--- config.mk ---
export PLATFORM = sky130hd
export DESIGN_NAME = muldiv_alu_control
export DESIGN_NICKNAME = d
export VERILOG_FILES = /design/src/rtl/muldiv_alu_control.sv
export SDC_FILE = /design/constraint.sdc
export NUM_CORES = 1
export LEC_CHECK = 0
export BUFFER_PORTS_ARGS = -buffer_cell sky130_fd_sc_hd__buf_2
export CAP_MARGIN = 20
export CORE_MARGIN = 10
export CORE_UTILIZATION = 55
export DETAILED_ROUTE_END_ITERATION = 8
export PLACE_DENSITY_LB_ADDON = 0.3
export SYNTH_ARGS = -nofsm -noshare
export SYNTH_HDL_FRONTEND = slang
export SYNTH_SLANG_ARGS = --single-unit
--- constraint.sdc ---
create_clock -name clk -period 4.4 [get_ports clk]
set_clock_uncertainty 0.05 [all_clocks]
set_input_delay 0.88 -clock clk [delete_from_list [all_inputs] [get_ports clk]]
set_output_delay 0.88 -clock clk [all_outputs]
set_load 0.05 [all_outputs]
--- src/rtl/muldiv_alu_control.sv ---
// muldiv_alu_control: EX-stage ALU control decode plus an iterative
// MULTU/DIVU engine that owns the HI/LO registers.
//
// Optional feature macro: SIGNED_MULDIV_EN (adds signed MULT/DIV).
//
// Ports:
//   clk          rising-edge clock
//   reset        synchronous, active-high
//   start        EX-stage instruction valid
//   ALUOp        instruction class from main control
//   ALUFunction  instruction funct field
//   ReadData1    rs operand (multiplicand / dividend)
//   ReadData2    rt operand (multiplier / divisor)
//   ALUOperation ALU op code (combinational)
//   Stall        hold PC/IF/ID/EX while high
//   Done         one-cycle pulse: HI/LO just updated
//   Hi, Lo       HI/LO registers
module muldiv_alu_control #(
   parameter int DATA_WIDTH  = 32,
   parameter int ALUOP_WIDTH = 3,
   parameter int FUNCT_WIDTH = 6,
   parameter int OP_WIDTH    = 4
) (
   input  logic                   clk,
   input  logic                   reset,
   input  logic                   start,
   input  logic [ALUOP_WIDTH-1:0] ALUOp,
   input  logic [FUNCT_WIDTH-1:0] ALUFunction,
   input  logic [DATA_WIDTH-1:0]  ReadData1,
   input  logic [DATA_WIDTH-1:0]  ReadData2,
   output logic [OP_WIDTH-1:0]    ALUOperation,
   output logic                   Stall,
   output logic                   Done,
   output logic [DATA_WIDTH-1:0]  Hi,
   output logic [DATA_WIDTH-1:0]  Lo
);

   localparam int W  = DATA_WIDTH;
   localparam int CW = (W > 1) ? $clog2(W) : 1;

   localparam logic [ALUOP_WIDTH-1:0] AO_RTYPE = ALUOP_WIDTH'(3'b111);
   localparam logic [ALUOP_WIDTH-1:0] AO_LUI   = ALUOP_WIDTH'(3'b011);
   localparam logic [ALUOP_WIDTH-1:0] AO_ADDI  = ALUOP_WIDTH'(3'b100);
   localparam logic [ALUOP_WIDTH-1:0] AO_ORI   = ALUOP_WIDTH'(3'b101);

   localparam logic [FUNCT_WIDTH-1:0] F_AND   = FUNCT_WIDTH'(6'b100100);
   localparam logic [FUNCT_WIDTH-1:0] F_OR    = FUNCT_WIDTH'(6'b100101);
   localparam logic [FUNCT_WIDTH-1:0] F_NOR   = FUNCT_WIDTH'(6'b100111);
   localparam logic [FUNCT_WIDTH-1:0] F_ADD   = FUNCT_WIDTH'(6'b100000);
   localparam logic [FUNCT_WIDTH-1:0] F_SUB   = FUNCT_WIDTH'(6'b100010);
   localparam logic [FUNCT_WIDTH-1:0] F_SLL   = FUNCT_WIDTH'(6'b000000);
   localparam logic [FUNCT_WIDTH-1:0] F_SRL   = FUNCT_WIDTH'(6'b000010);
   localparam logic [FUNCT_WIDTH-1:0] F_MFHI  = FUNCT_WIDTH'(6'b010000);
   localparam logic [FUNCT_WIDTH-1:0] F_MFLO  = FUNCT_WIDTH'(6'b010010);
   localparam logic [FUNCT_WIDTH-1:0] F_MULTU = FUNCT_WIDTH'(6'b011001);
   localparam logic [FUNCT_WIDTH-1:0] F_DIVU  = FUNCT_WIDTH'(6'b011011);
`ifdef SIGNED_MULDIV_EN
   localparam logic [FUNCT_WIDTH-1:0] F_MULT  = FUNCT_WIDTH'(6'b011000);
   localparam logic [FUNCT_WIDTH-1:0] F_DIV   = FUNCT_WIDTH'(6'b011010);
`endif

   localparam logic [OP_WIDTH-1:0] OP_AND  = OP_WIDTH'(4'b0000);
   localparam logic [OP_WIDTH-1:0] OP_OR   = OP_WIDTH'(4'b0001);
   localparam logic [OP_WIDTH-1:0] OP_NOR  = OP_WIDTH'(4'b0010);
   localparam logic [OP_WIDTH-1:0] OP_ADD  = OP_WIDTH'(4'b0011);
   localparam logic [OP_WIDTH-1:0] OP_SUB  = OP_WIDTH'(4'b0100);
   localparam logic [OP_WIDTH-1:0] OP_SLL  = OP_WIDTH'(4'b0101);
   localparam logic [OP_WIDTH-1:0] OP_SRL  = OP_WIDTH'(4'b0110);
   localparam logic [OP_WIDTH-1:0] OP_LUI  = OP_WIDTH'(4'b0111);
   localparam logic [OP_WIDTH-1:0] OP_MD   = OP_WIDTH'(4'b1000);
   localparam logic [OP_WIDTH-1:0] OP_BAD  = OP_WIDTH'(4'b1001);
   localparam logic [OP_WIDTH-1:0] OP_MFHI = OP_WIDTH'(4'b1010);
   localparam logic [OP_WIDTH-1:0] OP_MFLO = OP_WIDTH'(4'b1011);

   typedef enum logic [1:0] {
      IDLE,
      MUL,
      DIV,
      DONE
   } state_t;

   state_t          state;
   logic [CW-1:0]   cnt;
   logic [W-1:0]    acc_a;
   logic [W-1:0]    acc_b;
   logic [W-1:0]    opnd;

   logic            rtype;
   logic            go_mul;
   logic            go_div;
   logic            accept;
   logic            last;
   logic [W-1:0]    mag1;
   logic [W-1:0]    mag2;

   logic [W:0]      sum;
   logic [W-1:0]    mul_hi;
   logic [W-1:0]    mul_lo;
   logic [W:0]      shl;
   logic [W:0]      diff;
   logic [W-1:0]    div_rem;
   logic [W-1:0]    div_quo;
   logic [2*W-1:0]  fin_prod;
   logic [W-1:0]    fin_quo;
   logic [W-1:0]    fin_rem;

`ifdef SIGNED_MULDIV_EN
   logic            sgn_op;
   logic            neg1;
   logic            neg2;
   logic            neg_q;
   logic            neg_r;
`endif

   // ---------------- decode ----------------
   assign rtype = (ALUOp == AO_RTYPE);

   always_comb begin
      ALUOperation = OP_BAD;
      unique case (1'b1)
         rtype: begin
            case (ALUFunction)
               F_AND:   ALUOperation = OP_AND;
               F_OR:    ALUOperation = OP_OR;
               F_NOR:   ALUOperation = OP_NOR;
               F_ADD:   ALUOperation = OP_ADD;
               F_SUB:   ALUOperation = OP_SUB;
               F_SLL:   ALUOperation = OP_SLL;
               F_SRL:   ALUOperation = OP_SRL;
               F_MFHI:  ALUOperation = OP_MFHI;
               F_MFLO:  ALUOperation = OP_MFLO;
               F_MULTU: ALUOperation = OP_MD;
               F_DIVU:  ALUOperation = OP_MD;
`ifdef SIGNED_MULDIV_EN
               F_MULT:  ALUOperation = OP_MD;
               F_DIV:   ALUOperation = OP_MD;
`endif
               default: ALUOperation = OP_BAD;
            endcase
         end
         (ALUOp == AO_LUI):  ALUOperation = OP_LUI;
         (ALUOp == AO_ADDI): ALUOperation = OP_ADD;
         (ALUOp == AO_ORI):  ALUOperation = OP_OR;
         default:            ALUOperation = OP_BAD;
      endcase
   end

   // ---------------- engine launch ----------------
`ifdef SIGNED_MULDIV_EN
   assign go_mul = rtype &&
      (ALUFunction == F_MULTU || ALUFunction == F_MULT);
   assign go_div = rtype &&
      (ALUFunction == F_DIVU || ALUFunction == F_DIV);
   assign sgn_op = rtype &&
      (ALUFunction == F_MULT || ALUFunction == F_DIV);
   assign neg1 = sgn_op & ReadData1[W-1];
   assign neg2 = sgn_op & ReadData2[W-1];
   // The engine is unsigned; signed ops run on magnitudes.
   assign mag1 = neg1 ? -ReadData1 : ReadData1;
   assign mag2 = neg2 ? -ReadData2 : ReadData2;
`else
   assign go_mul = rtype && (ALUFunction == F_MULTU);
   assign go_div = rtype && (ALUFunction == F_DIVU);
   assign mag1   = ReadData1;
   assign mag2   = ReadData2;
`endif

   assign accept = (state == IDLE) && start && (go_mul || go_div);

   // MUL/DIV stall covers the MFHI/MFLO interlock as well.
   assign Stall = (state == MUL) || (state == DIV) || accept;

   assign last = (cnt == CW'(W - 1));

   // ---------------- one iteration ----------------
   // Shift-add: acc_a = running high half, acc_b = multiplier
   // shifting out while product low bits shift in.
   assign sum    = {1'b0, acc_a} + (acc_b[0] ? {1'b0, opnd} : '0);
   assign mul_hi = sum[W:1];
   assign mul_lo = {sum[0], acc_b[W-1:1]};

   // Restoring divide: acc_a = partial remainder, acc_b =
   // dividend shifting out while quotient bits shift in.
   assign shl  = {acc_a, acc_b[W-1]};
   assign diff = shl - {1'b0, opnd};

   always_comb begin
      if (!diff[W]) begin
         div_rem = diff[W-1:0];
         div_quo = {acc_b[W-2:0], 1'b1};
      end else begin
         div_rem = shl[W-1:0];
         div_quo = {acc_b[W-2:0], 1'b0};
      end
   end

`ifdef SIGNED_MULDIV_EN
   assign fin_prod = neg_q ? -{mul_hi, mul_lo} : {mul_hi, mul_lo};
   assign fin_quo  = neg_q ? -div_quo : div_quo;
   assign fin_rem  = neg_r ? -div_rem : div_rem;
`else
   assign fin_prod = {mul_hi, mul_lo};
   assign fin_quo  = div_quo;
   assign fin_rem  = div_rem;
`endif

   // ---------------- FSM ----------------
   always_ff @(posedge clk) begin
      if (reset) begin
         state <= IDLE;
         cnt   <= '0;
         acc_a <= '0;
         acc_b <= '0;
         opnd  <= '0;
         Hi    <= '0;
         Lo    <= '0;
         Done  <= 1'b0;
`ifdef SIGNED_MULDIV_EN
         neg_q <= 1'b0;
         neg_r <= 1'b0;
`endif
      end else begin
         Done <= 1'b0;
         unique case (state)
            IDLE: begin
               if (accept) begin
                  cnt   <= '0;
                  acc_a <= '0;
`ifdef SIGNED_MULDIV_EN
                  neg_q <= neg1 ^ neg2;
                  neg_r <= neg1;
`endif
                  if (go_mul) begin
                     acc_b <= mag2;
                     opnd  <= mag1;
                     state <= MUL;
                  end else if (ReadData2 == '0) begin
                     Hi    <= ReadData1;
                     Lo    <= '1;
                     Done  <= 1'b1;
                     state <= DONE;
                  end else begin
                     acc_b <= mag1;
                     opnd  <= mag2;
                     state <= DIV;
                  end
               end
            end
            MUL: begin
               acc_a <= mul_hi;
               acc_b <= mul_lo;
               cnt   <= cnt + 1'b1;
               if (last) begin
                  {Hi, Lo} <= fin_prod;
                  Done     <= 1'b1;
                  state    <= DONE;
               end
            end
            DIV: begin
               acc_a <= div_rem;
               acc_b <= div_quo;
               cnt   <= cnt + 1'b1;
               if (last) begin
                  Hi    <= fin_rem;
                  Lo    <= fin_quo;
                  Done  <= 1'b1;
                  state <= DONE;
               end
            end
            DONE: begin
               // The finished instruction is still in EX here.
               state <= IDLE;
            end
            default: state <= IDLE;
         endcase
      end
   end

endmodule

==> impl_metrics.yaml <==
run_status:
  outcome: "finished clean"
global_route:
  grt_first_pass_wirelength_um: 65060
  number_of_antenna_violations_at_the_first_check_in_global_routing: 0
  top_usage_layer: "met2"
  grt_usage_pct: 27.78
  first_global_vias: 11920
  global_route.usage.met2_pct: 41.40
  grt_start_max_net_pins: 84
  grt_util_met1_pct: 39.55
  grt-ovfl-total: 0
  groute.layer.met3.usage_pct: 6.253
floorplanning:
  fp.dieArea_um2: 28730
  die_w_um: 169.5
  floorplan.rows: 54
  ios: 146
  initial_utilization_pct: 56.16
  chipHeight_um: 169.5
  floorplan.core_area_um2: 21890
setup_path:
  setup.worst_path.start_class: "flop"
  critical_path.top_delay_family: "compound AO/OA/AOI/OAI gates"
  cell_with_the_most_instances_on_the_worst_path: "inv_1"
  crit_arrival_ns: 4.13
  worst-setup-path-type: "reg2reg"
  critPathCaptureType: "flop"
  cp_slowest_stage_delay_ns: 0.61
  timing.critical_path.cells: "inv_1 -> ha_1 -> inv_1 -> fa_1 -> a211oi_1 -> o21a_1 -> a211o_1 -> a2111o_1 -> a21o_1 -> and4_4 -> mux2i_1 -> o211a_1 -> nor4_1"
  critPathBufInv: 2
  critPathMaxFanout: 30
  cpMaxStageDelayCell: "and4_4"
  crit_required_ns: 4.69
clock_tree:
  postCtsSetupBuffers: 0
  cts.root.buffer_cell: "clkbuf_16"
  cts-root-to-sink-buffers: 2
  ctsHoldBuffers: 0
  cts_buffers: 17
  tritoncts: "built"
  htree_levels: 4
  cts_resized: 0
  worstSkewPairLatency_ns: 0.44
  cts_num_sinks: 168
  clk_pin_slew_worst_paths_ns: 0.07
sta:
  fmax_mhz: 260.0
  final_max_slew_viol_count: 0
  headroom_to_the_max_slew_limit_pct: 34.46
  setup_tns_ns: 0
  final_period_minus_worst_setup_slack_ns: 3.846
  total_count_of_hold_check_failures_in_the_final_report: 0
  unrepaired_setup_endpoints_after_global_routing: "false"
  setup_viol: 0
  tightest_slew_ns: 0.9809
  final.period_utilization_pct: 87.41
  hold-worst-slack_ns: 0.4049
finish:
  flow.area_growth_from_synthesis_pct: 11.45
  antenna_diode_count: 0
  final.fill_count: 1988
  fin_nets: 1838
  layout-drive-gt1-share_pct: 14.92
  finish.utilization_pct: 62.59
logic_synthesis:
  post_synth_num_cell_types: 72
  ys.flop_type: "dfxtp_1"
  ys_seq_elements: 168
  synth-warning-count: 0
  netlist_instances: 1615
  synth_enable_flop_cells: 0
  synth.cell_area_um2: 12290
  syn_area_per_cell_um2: 7.612
  synth_nets: 1764
  synth_sequential_area_ratio_pct: 27.36
  asyncSetResetFlopFracSynth_pct: 0
run:
  max_cap_violations: 0
power_and_ir_drop:
  power_density_nw_per_um2: 536.5
  design_power_total_w: 0.007350
  vdd_drop_max_v: 0.0005049
  power.static_leakage_nw: 5.663
drt:
  final_antenna_net_count: 0
  drt-total-wl_um: 41450
  firstDrtPassIters: 6
  remaining_drc_errors: 0
  drt-initial-drc-count: 1258
  route.detailed.vias_per_inst: 6.335
  routed_wire_length_per_instance_um: 20.91
  via_count: 12560
place:
  gp_congestion: 0.9545
  port_buffers: 145
  dp_hpwl_um: 31530
worst_hold_path:
  hp-class: "reg2reg"
[metal layers]
metal / vias to the layer above / wire, um / part of all wire (%)
met5: - / 0 / 0
met1: 5820 / 18510 / 45
met3: 56 / 4442 / 11
li1: 6030 / - / -
met4: 0 / 811 / 2.0
met2: 649 / 17680 / 43
[kinds of logic after synthesis]
kind of cell | count (synthesis) | synth area share, %
buffers and inverters | 165 | 5.517
xor gates and xnor gates | 48 | 3.420
DFF | 168 | 27.36
adders and majority gates | 73 | 7.552
muxes | 85 | 7.501
AOI/OAI and AO/OA | 535 | 28.33
and+or+nand+nor | 541 | 20.33
[cell usage after synthesis, drive strengths merged, types with 5 or more instances]
library cell	number	area share, %
a21boi	8	0.49
buf	24	1.2
mux2	39	3.8
o21a	11	0.67
o21ai	97	3.9
nor3	23	0.94
or3	13	0.66
a21o	30	1.8
dfxtp	168	27
mux2i	46	3.7
xor2	17	1.2
a211o	5	0.36
clkbuf	82	2.5
nor2	104	3.2
nand2b	17	0.87
nand4	15	0.76
a22o	10	0.71
nand2	242	7.4
inv	59	1.8
ha	71	7.2
nor2b	7	0.36
nor4b	6	0.43
a31oi	28	1.4
a22oi	37	2.4
o21bai	11	0.67
xnor2	31	2.2
a21oi	154	6.3
and2	40	2.0
nor4	18	0.92
nand3	29	1.2
nor3b	9	0.55
a211oi	50	3.1
and3	8	0.41
o211ai	43	2.6
[per-stage QoR]
step	setup WS [ns]	cells	cell area [um^2]
4_1_cts	0.6176	1982	13700
2_1_floorplan	0.9942	1615	12290
3_3_place_gp	0.6442	1950	13100
3_5_place_dp	0.5803	1950	13100
5_1_grt	0.4222	1982	13700
6_report	0.5539	1982	13700
[path summary, 6_finish.rpt]
check / start / endpoint / slack [ns] / depth (start not counted)
worst max-delay path: acc_b[31]$_SDFFE_PP0P_ / Hi[10]$_SDFFE_PP0P_ / 0.55 / 13
worst min-delay path: Lo[2]$_SDFFE_PP0P_ / Lo[2]$_SDFFE_PP0P_ / 0.40 / 2
worst max register to register: acc_b[31]$_SDFFE_PP0P_ / Hi[10]$_SDFFE_PP0P_ / 0.55 / 13
worst min register to register: Lo[2]$_SDFFE_PP0P_ / Lo[2]$_SDFFE_PP0P_ / 0.40 / 2
[flip-flops by register name, indices dropped and copies added, names as in the netlist]
register  cells
Done          1
cnt           5
state         2
acc_a        32
Lo           32
acc_b        32
Hi           32
opnd         32
[worst min-delay path, cell delays in order, from the launching register on]
cell and delay [ns]:
dfxtp_1 0.31, nand2_1 0.05, a21oi_1 0.05
[where the power goes]
group / internal [W] / switching (W)
sequential: 0.00189 / 0.000264
clock: 0.000868 / 0.000690
combinational: 0.000930 / 0.00271
total: 0.00368 / 0.00367
[layout by cell type (no fill, tap or decap), drive strengths merged, types with 18 or more instances in the layout]
master / n
nor4: 18
inv: 66
clkbuf: 18
nand2: 242
a21o: 30
and2: 40
nor2: 104
o211ai: 43
nand3: 29
mux2i: 46
ha: 71
a31oi: 28
nor3: 23
a211oi: 50
buf: 161
a22oi: 37
dfxtp: 168
o21ai: 97
mux2: 39
a21oi: 154
xnor2: 31
[cell type report]
type / instances / area (um^2) / share of cell area (%)
tap: 280 / 350.3 / 2.557
multi-input combinational: 1282 / 8305 / 60.62
clock buffer: 18 / 439.2 / 3.205
clock inverter: 14 / 160.2 / 1.169
sequential: 168 / 3363 / 24.55
inverter: 59 / 221.5 / 1.616
timing repair buffer: 161 / 860.8 / 6.283
Note: power is estimated with default switching activity, not from simulation.
